--- src/rtl/dmem_arbiter.sv ---
// dmem_arbiter: CPU/DMA data-memory arbiter with starvation guard and registered one-access-per-3-cycles handshake.
// Optional DMEM_ARB_MISALIGN_CHECK_EN adds cpu_err/dma_err and blocks unaligned accesses.
module dmem_arbiter #(
  parameter int STARVE_LIMIT = 4
) (
  input  logic        clk,
  input  logic        rst,
  input  logic        cpu_req,
  input  logic        cpu_we,
  input  logic [31:0] cpu_addr,
  input  logic [31:0] cpu_wdata,
  output logic        cpu_ready,
  output logic [31:0] cpu_rdata,
  input  logic        dma_req,
  input  logic        dma_we,
  input  logic [31:0] dma_addr,
  input  logic [31:0] dma_wdata,
  output logic        dma_ready,
  output logic [31:0] dma_rdata,
  output logic        mem_read,
  output logic        mem_write,
  output logic [31:0] mem_addr,
  output logic [31:0] mem_wdata,
  input  logic [31:0] mem_rdata
`ifdef DMEM_ARB_MISALIGN_CHECK_EN
  ,
  output logic        cpu_err,
  output logic        dma_err
`endif
);
  typedef enum logic [1:0] {IDLE, ACC, RESP} state_t;
  state_t state_q, state_d;
  logic [3:0] starve_q, starve_d;
  logic owner_q, owner_d;
  logic bad_q, bad_d;
  logic mem_read_q, mem_read_d, mem_write_q, mem_write_d;
  logic cpu_ready_q, cpu_ready_d, dma_ready_q, dma_ready_d;
  logic cpu_err_q, cpu_err_d, dma_err_q, dma_err_d;
  logic [31:0] addr_q, addr_d, wdata_q, wdata_d, resp_q, resp_d;
  logic dma_win, gnt_we, gnt_bad;
  logic [31:0] gnt_addr, gnt_wdata;
  assign dma_win   = dma_req && (!cpu_req || starve_q >= 4'(STARVE_LIMIT));
  assign gnt_we    = dma_win ? dma_we : cpu_we;
  assign gnt_addr  = dma_win ? dma_addr : cpu_addr;
  assign gnt_wdata = dma_win ? dma_wdata : cpu_wdata;
`ifdef DMEM_ARB_MISALIGN_CHECK_EN
  assign gnt_bad = gnt_addr[1:0] != 2'b00;
  assign cpu_err = cpu_err_q;
  assign dma_err = dma_err_q;
`else
  assign gnt_bad = 1'b0;
`endif
  always_comb begin
    state_d     = state_q;
    starve_d    = starve_q;
    owner_d     = owner_q;
    bad_d       = bad_q;
    addr_d      = addr_q;
    wdata_d     = wdata_q;
    resp_d      = resp_q;
    mem_read_d  = 1'b0;
    mem_write_d = 1'b0;
    cpu_ready_d = 1'b0;
    dma_ready_d = 1'b0;
    cpu_err_d   = 1'b0;
    dma_err_d   = 1'b0;
    case (state_q)
      IDLE: if (cpu_req || dma_req) begin
        state_d     = ACC;
        owner_d     = dma_win;
        bad_d       = gnt_bad;
        addr_d      = gnt_addr;
        wdata_d     = gnt_wdata;
        mem_read_d  = !gnt_we && !gnt_bad;
        mem_write_d = gnt_we && !gnt_bad;
        starve_d    = dma_win ? 4'd0 : (dma_req && starve_q != 4'd15) ? starve_q + 4'd1 : starve_q;
      end
      ACC: begin
        state_d     = RESP;
        resp_d      = bad_q ? 32'd0 : mem_rdata;
        cpu_ready_d = !owner_q;
        dma_ready_d = owner_q;
        cpu_err_d   = bad_q && !owner_q;
        dma_err_d   = bad_q && owner_q;
      end
      default: state_d = IDLE;
    endcase
  end
  // Async reset clears the enables at once so an in-flight access never commits.
  always_ff @(posedge clk or posedge rst) begin
    if (rst) begin
      state_q     <= IDLE;
      starve_q    <= '0;
      owner_q     <= 1'b0;
      bad_q       <= 1'b0;
      addr_q      <= '0;
      wdata_q     <= '0;
      resp_q      <= '0;
      mem_read_q  <= 1'b0;
      mem_write_q <= 1'b0;
      cpu_ready_q <= 1'b0;
      dma_ready_q <= 1'b0;
      cpu_err_q   <= 1'b0;
      dma_err_q   <= 1'b0;
    end else begin
      state_q     <= state_d;
      starve_q    <= starve_d;
      owner_q     <= owner_d;
      bad_q       <= bad_d;
      addr_q      <= addr_d;
      wdata_q     <= wdata_d;
      resp_q      <= resp_d;
      mem_read_q  <= mem_read_d;
      mem_write_q <= mem_write_d;
      cpu_ready_q <= cpu_ready_d;
      dma_ready_q <= dma_ready_d;
      cpu_err_q   <= cpu_err_d;
      dma_err_q   <= dma_err_d;
    end
  end
  assign cpu_ready = cpu_ready_q;
  assign dma_ready = dma_ready_q;
  assign cpu_rdata = resp_q;
  assign dma_rdata = resp_q;
  assign mem_read  = mem_read_q;
  assign mem_write = mem_write_q;
  assign mem_addr  = addr_q;
  assign mem_wdata = wdata_q;
endmodule

--- config.mk ---
export PLATFORM = sky130hd
export DESIGN_NAME = dmem_arbiter
export DESIGN_NICKNAME = d
export VERILOG_FILES = /design/src/rtl/dmem_arbiter.sv
export SDC_FILE = /design/constraint.sdc
export NUM_CORES = 1
export LEC_CHECK = 0
export CORE_ASPECT_RATIO = 0.9
export CORE_MARGIN = 8
export CORE_UTILIZATION = 38
export CTS_BUF_LIST = sky130_fd_sc_hd__clkbuf_16
export CTS_CLUSTER_SIZE = 10
export DETAILED_ROUTE_END_ITERATION = 12
export PLACE_DENSITY = 0.84
export SETUP_SLACK_MARGIN = 0.2
export SYNTH_ARGS = -nofsm -noshare
export SYNTH_HDL_FRONTEND = slang
export SYNTH_SLANG_ARGS = --single-unit
--- constraint.sdc ---
create_clock -name clk -period 7.19 [get_ports clk]
set_input_delay 1.438 -clock clk [delete_from_list [all_inputs] [get_ports clk]]
set_output_delay 1.438 -clock clk [all_outputs]
set_load 0.005 [all_outputs]
# Word-level counts from Yosys, hierarchy flattened
# Cells that the tools add are included.
dict set report word_totals {
  input_bits 166
  ff_bits 107
  output_inout_bits 132
  wordCells 39
}
dict set report classes {
  addsub 1
  reduce_logical 11
  mux 13
  n_lt_le_gt_ge 1
  eq_ne 3
}
# op n
set op_table {}
lappend op_table {{2-to-1 mux 32 bit} 2}
lappend op_table {{2-to-1 mux 4 bit} 2}
lappend op_table {{2-to-1 mux 1 bit} 7}
lappend op_table {{adder 4 x 1 -> 4 bit (second input constant)} 1}
lappend op_table {{greater-or-equal comparator 4 x 3 -> 1 bit (second input constant)} 1}
lappend op_table {{inequality test 4 bit (second input constant)} 1}
lappend op_table {{one-hot mux 2 bit (2 select lines)} 1}
lappend op_table {{zero test 1 bit} 3}
lappend op_table {{AND reduction 3 bit} 1}
lappend op_table {{equality test 2 x 1 -> 1 bit (second input constant)} 1}
lappend op_table {{logical AND 1 bit} 2}
lappend op_table {{zero test 2 bit} 1}
lappend op_table {{logical OR 1 bit} 2}
lappend op_table {{2-to-1 mux 2 bit} 1}
lappend op_table {{inequality test 2 bit (second input constant)} 1}
lappend op_table {{AND reduction 2 bit} 1}
lappend op_table {{nonzero test 2 bit} 1}

# Depth between registers and ports, before layout
dict set report depth {
  ltp_word 7
  depth_mapped 6
  ltp_nobuf 4
}

# Least setup slack after synthesis
# Ideal clock, no wire load.
dict set report synth_timing {
  path_kind {in2reg}
  startpoint {input port cpu_req}
  endpoint {register wdata_q[10], in the netlist mem_wdata[10]}
  required_ps 7057
  path_buffers 2
  setup_time_ps 133
  slack_ps 4731
  path_stages 5
  arrival_time_ps 2326
  path_cell_list {or3b_1 > buf_2 > buf_2 > nand4_1 > o221ai_2}
}
dict set report synth_between {
  elab_chain_cells 4
  word_cells_on_any_way 6
  cone_classes {mux (1); reduce/logical (5)}
}
# item line
set synth_lines {}
lappend synth_lines {{from (decl)} 8} ;# input logic cpu_req,
lappend synth_lines {{zero test 1 bit} 42} ;# assign dma_win = dma_req && (!cpu_req || starve_q >= 4'(STARVE_LIMIT));
lappend synth_lines {{logical OR 1 bit} 42}
lappend synth_lines {{logical AND 1 bit} 42}
lappend synth_lines {{2-to-1 mux 32 bit} 45} ;# assign gnt_wdata = dma_win ? dma_wdata : cpu_wdata;
lappend synth_lines {{to (signal assigned)} 111} ;# wdata_q <= wdata_d;
lappend synth_lines {{to (decl)} 39} ;# logic [31:0] addr_q, addr_d, wdata_q, wdata_d, resp_q, resp_d;
# Several ways; a longest one is shown, not always the timed one.
# A chain may end at the register's enable or synchronous reset.

# Final worst setup path
dict set report layout_timing {
  startpoint {input port dma_req}
  endpoint {register wdata_q[29], in the netlist mem_wdata[29]}
}
dict set report layout_between {
  elab_chain_cells 2
  word_cells_on_any_way 4
  cone_classes {mux (1); reduce/logical (3)}
}
# item line
set layout_lines {}
lappend layout_lines {{from (decl)} 14} ;# input logic dma_req,
lappend layout_lines {{logical AND 1 bit or logical OR 1 bit (tied branches)} {42, 68}}
lappend layout_lines {{2-to-1 mux 32 bit or AND reduction 2 bit (tied branches)} n/a}
# Several ways; a longest one is shown, not always the timed one.

==> metrics.txt <==
post-synthesis sequential area ratio 49.90%; Max FO, Critical Path 68; most frequent cells in the layout clkdlybuf4s50_1, dfrtp_1, nand2_1; post-synthesis cell type count 27; CP endpoint kind register; Die X 141.3 um; WL final 18.83 mm; Hold Fails Final Rpt 0; cell mode on critical path buf_4; status finished clean; WHS Path Cells 1; r2r endpoint mem_wdata[29]; clock buffer depth 2; synth warn 0; share of cells above drive strength 1 6.436%; core area 13900 um^2; Pwr per Cell Area 395.7 nW/um^2; commonest non-fill, non-tap cell in the layout clkdlybuf4s50_1; main combinational cell family by area after synthesis simple AND/OR/NAND/NOR gates; Leak 3.573 nW; Avg Inst Size Synth 9.333 um^2; hold crit path type register to register; FMAX 287.8 MHz; CP startpoint kind input pin; root buf cell clkbuf_16; Remaining DRCs 0; R2R depth 4; syn nets 742; Synth Area in XOR/XNOR 0%; # nets final 970; Reg clk slew, reported paths 70 ps; max cap viols 0; simple logic cell fraction of the synthesized area 21.96%; total grt overflow 0; # setup viols final 0; Row Count 41; Final period util 48.33%; largest net degree at the start of global routing 91; hold endpoint cpu_ready; Post-CTS Hold Buffers 0; Adder-Cell Fraction of Synth Area 0.2332%; Fillers 1178; Ports 298; Die Y 128.7 um; effective utilization at floorplan 38.60%; vias in the first global route 5350; area delta synth->final 57.45%; crit path DAT 3650 ps; die area 18190 um^2; worst skew pair latency 340 ps; H-tree levels 3; initial antenna violation count 0; maximum vdd drop 209.7 uV; worst-margin pin slew 1101 ps; Inserted Diodes 0; Yosys reg bits 107; Slew Viols, Final 0; global placer's final weighted congestion 0.7667; PostCTS Resize Cnt 0; router iterations before antenna repair 4; clk sinks 107; mux cell area share after synthesis 0.2098%; Largest stage delay, worst path 590 ps; CP max-delay cell buf_4; shortest period the worst path allows 3475 ps; First DRT Iteration DRCs 289; post-synthesis cell count 575; GRT Total Usage 20.49%; Cell Chain, Critical Path buf_2 > buf_4 > or2_2 > and2_2 > buf_4 > o221ai_1; Critical Path RT 7370 ps; overall power 3.343 mW; clk_skew 11.50 ps; relative slew slack 26.54%; CTS Buf Count 9; DRT antenna net count 0; synthesized area 5366 um^2; port bufs 297; DR WL/cell 18.81 um; Total Neg Setup Slack 0 ps; Final HPWL DP 13.44 mm; WS Path Type input pin to register; Post-CTS Setup Bufs 0; worst hold start owner_q; Via Count 5171; global-route wire length before repair 29.41 mm; Synth Area in Compound Gates 13.38%; Reg2Reg Setup Slack 4470 ps; launch point of the worst reg-to-reg path state_q[1]; vias per cell 5.166; CTS tree yes; RSZ-0062 raised after global routing false
[layout make-up]
cell class,instances,area (um^2),area share (%)
sequential,107,2678,31.69
clock buffer,9,225.2,2.665
clock inverter,7,77.57,0.9181
multi-input combinational,311,1934,22.89
inverter,68,257.7,3.050
tap,193,241.5,2.858
timing repair buffer,306,3035,35.92
[worst max-delay path, delay by kind of cell]
family          cells  cell delay (ps)
buf+inv             3             1220
simple gates        2              740
compound gates      1              200
[through the flow]
step | hold WS [ps] | std cells | cell area (um^2) | util [%] | setup WS, ps
floorplan | 403.2 | 575 | 5366 | - | 2935
global placement | 414.6 | 985 | 8147 | 58.60 | 3378
detailed placement | 420.9 | 985 | 8147 | 58.60 | 3319
CTS | 431.4 | 1001 | 8449 | 60.78 | 3697
global route | 434.3 | 1001 | 8449 | 60.78 | 3546
finish | 424.5 | 1001 | 8449 | 60.78 | 3715
[cell usage after synthesis]
| cell | number | area share, % |
|---|---|---|
| o22ai_1 | 1 | 0.12 |
| and3_1 | 1 | 0.12 |
| nand3_1 | 65 | 6.1 |
| o221ai_2 | 20 | 5.6 |
| mux2_2 | 1 | 0.21 |
| and2_1 | 2 | 0.23 |
| nor3b_1 | 1 | 0.14 |
| nand2_1 | 97 | 6.8 |
| buf_4 | 32 | 4.5 |
| o221ai_1 | 44 | 7.2 |
| a21boi_0 | 1 | 0.14 |
| or3b_1 | 2 | 0.33 |
| or2_1 | 1 | 0.12 |
| or4bb_1 | 1 | 0.21 |
| dfrtp_1 | 107 | 50 |
| clkbuf_1 | 30 | 2.1 |
| o21ai_0 | 2 | 0.19 |
| buf_2 | 11 | 1.0 |
| nor2_2 | 1 | 0.12 |
| nand2b_1 | 1 | 0.12 |
| nand4_1 | 64 | 7.5 |
| ha_1 | 1 | 0.23 |
| buf_1 | 10 | 0.70 |
| inv_1 | 68 | 4.8 |
| nor2_1 | 4 | 0.28 |
| a22o_1 | 1 | 0.16 |
| buf_6 | 6 | 1.3 |
[routing by layer]
| metal | wire length, um | up-vias | track usage [%] |
|---|---|---|---|
| li1 | - | 2441 | - |
| met1 | 7054 | 2449 | 23.49 |
| met2 | 9208 | 258 | 34.50 |
| met3 | 2265 | 23 | 8.367 |
| met4 | 301 | 0 | 6.439 |
| met5 | 0 | - | 0 |
[cell families after synthesis]
family / after synthesis
AND/OR/NAND/NOR: 240
buffers and inverters: 157
flip-flops: 107
AO/OA/AOI/OAI: 69
multiplexers: 1
adder cells (fa/ha/maj): 1
[sequential cells by signal, summed over array words and instances (netlist names)]
register	flops
cpu_rdata	32
mem_addr	32
mem_wdata	32
starve_q	4
state_q	2
cpu_ready	1
dma_ready	1
mem_read	1
mem_write	1
owner_q	1
[report_power, final]
group          internal (mW)  switching [mW]
sequential             0.894           0.185
clock                  0.273           0.230
combinational          0.969           0.792
total                   2.14            1.21
[worst max-delay path by stage]
stage / start / cells past startpoint / slack, ps / to
after CTS: dma_req / 6 / 3700 / mem_wdata[29]
after global placement: dma_req / 6 / 3380 / mem_addr[27]
after detailed placement: dma_req / 6 / 3320 / mem_wdata[29]
after global routing: dma_req / 6 / 3550 / mem_addr[1]
after floorplan: rst / 1 / 2930 / cpu_rdata[0]
final: dma_req / 6 / 3710 / mem_wdata[29]
(Power assumes the default switching activity.)
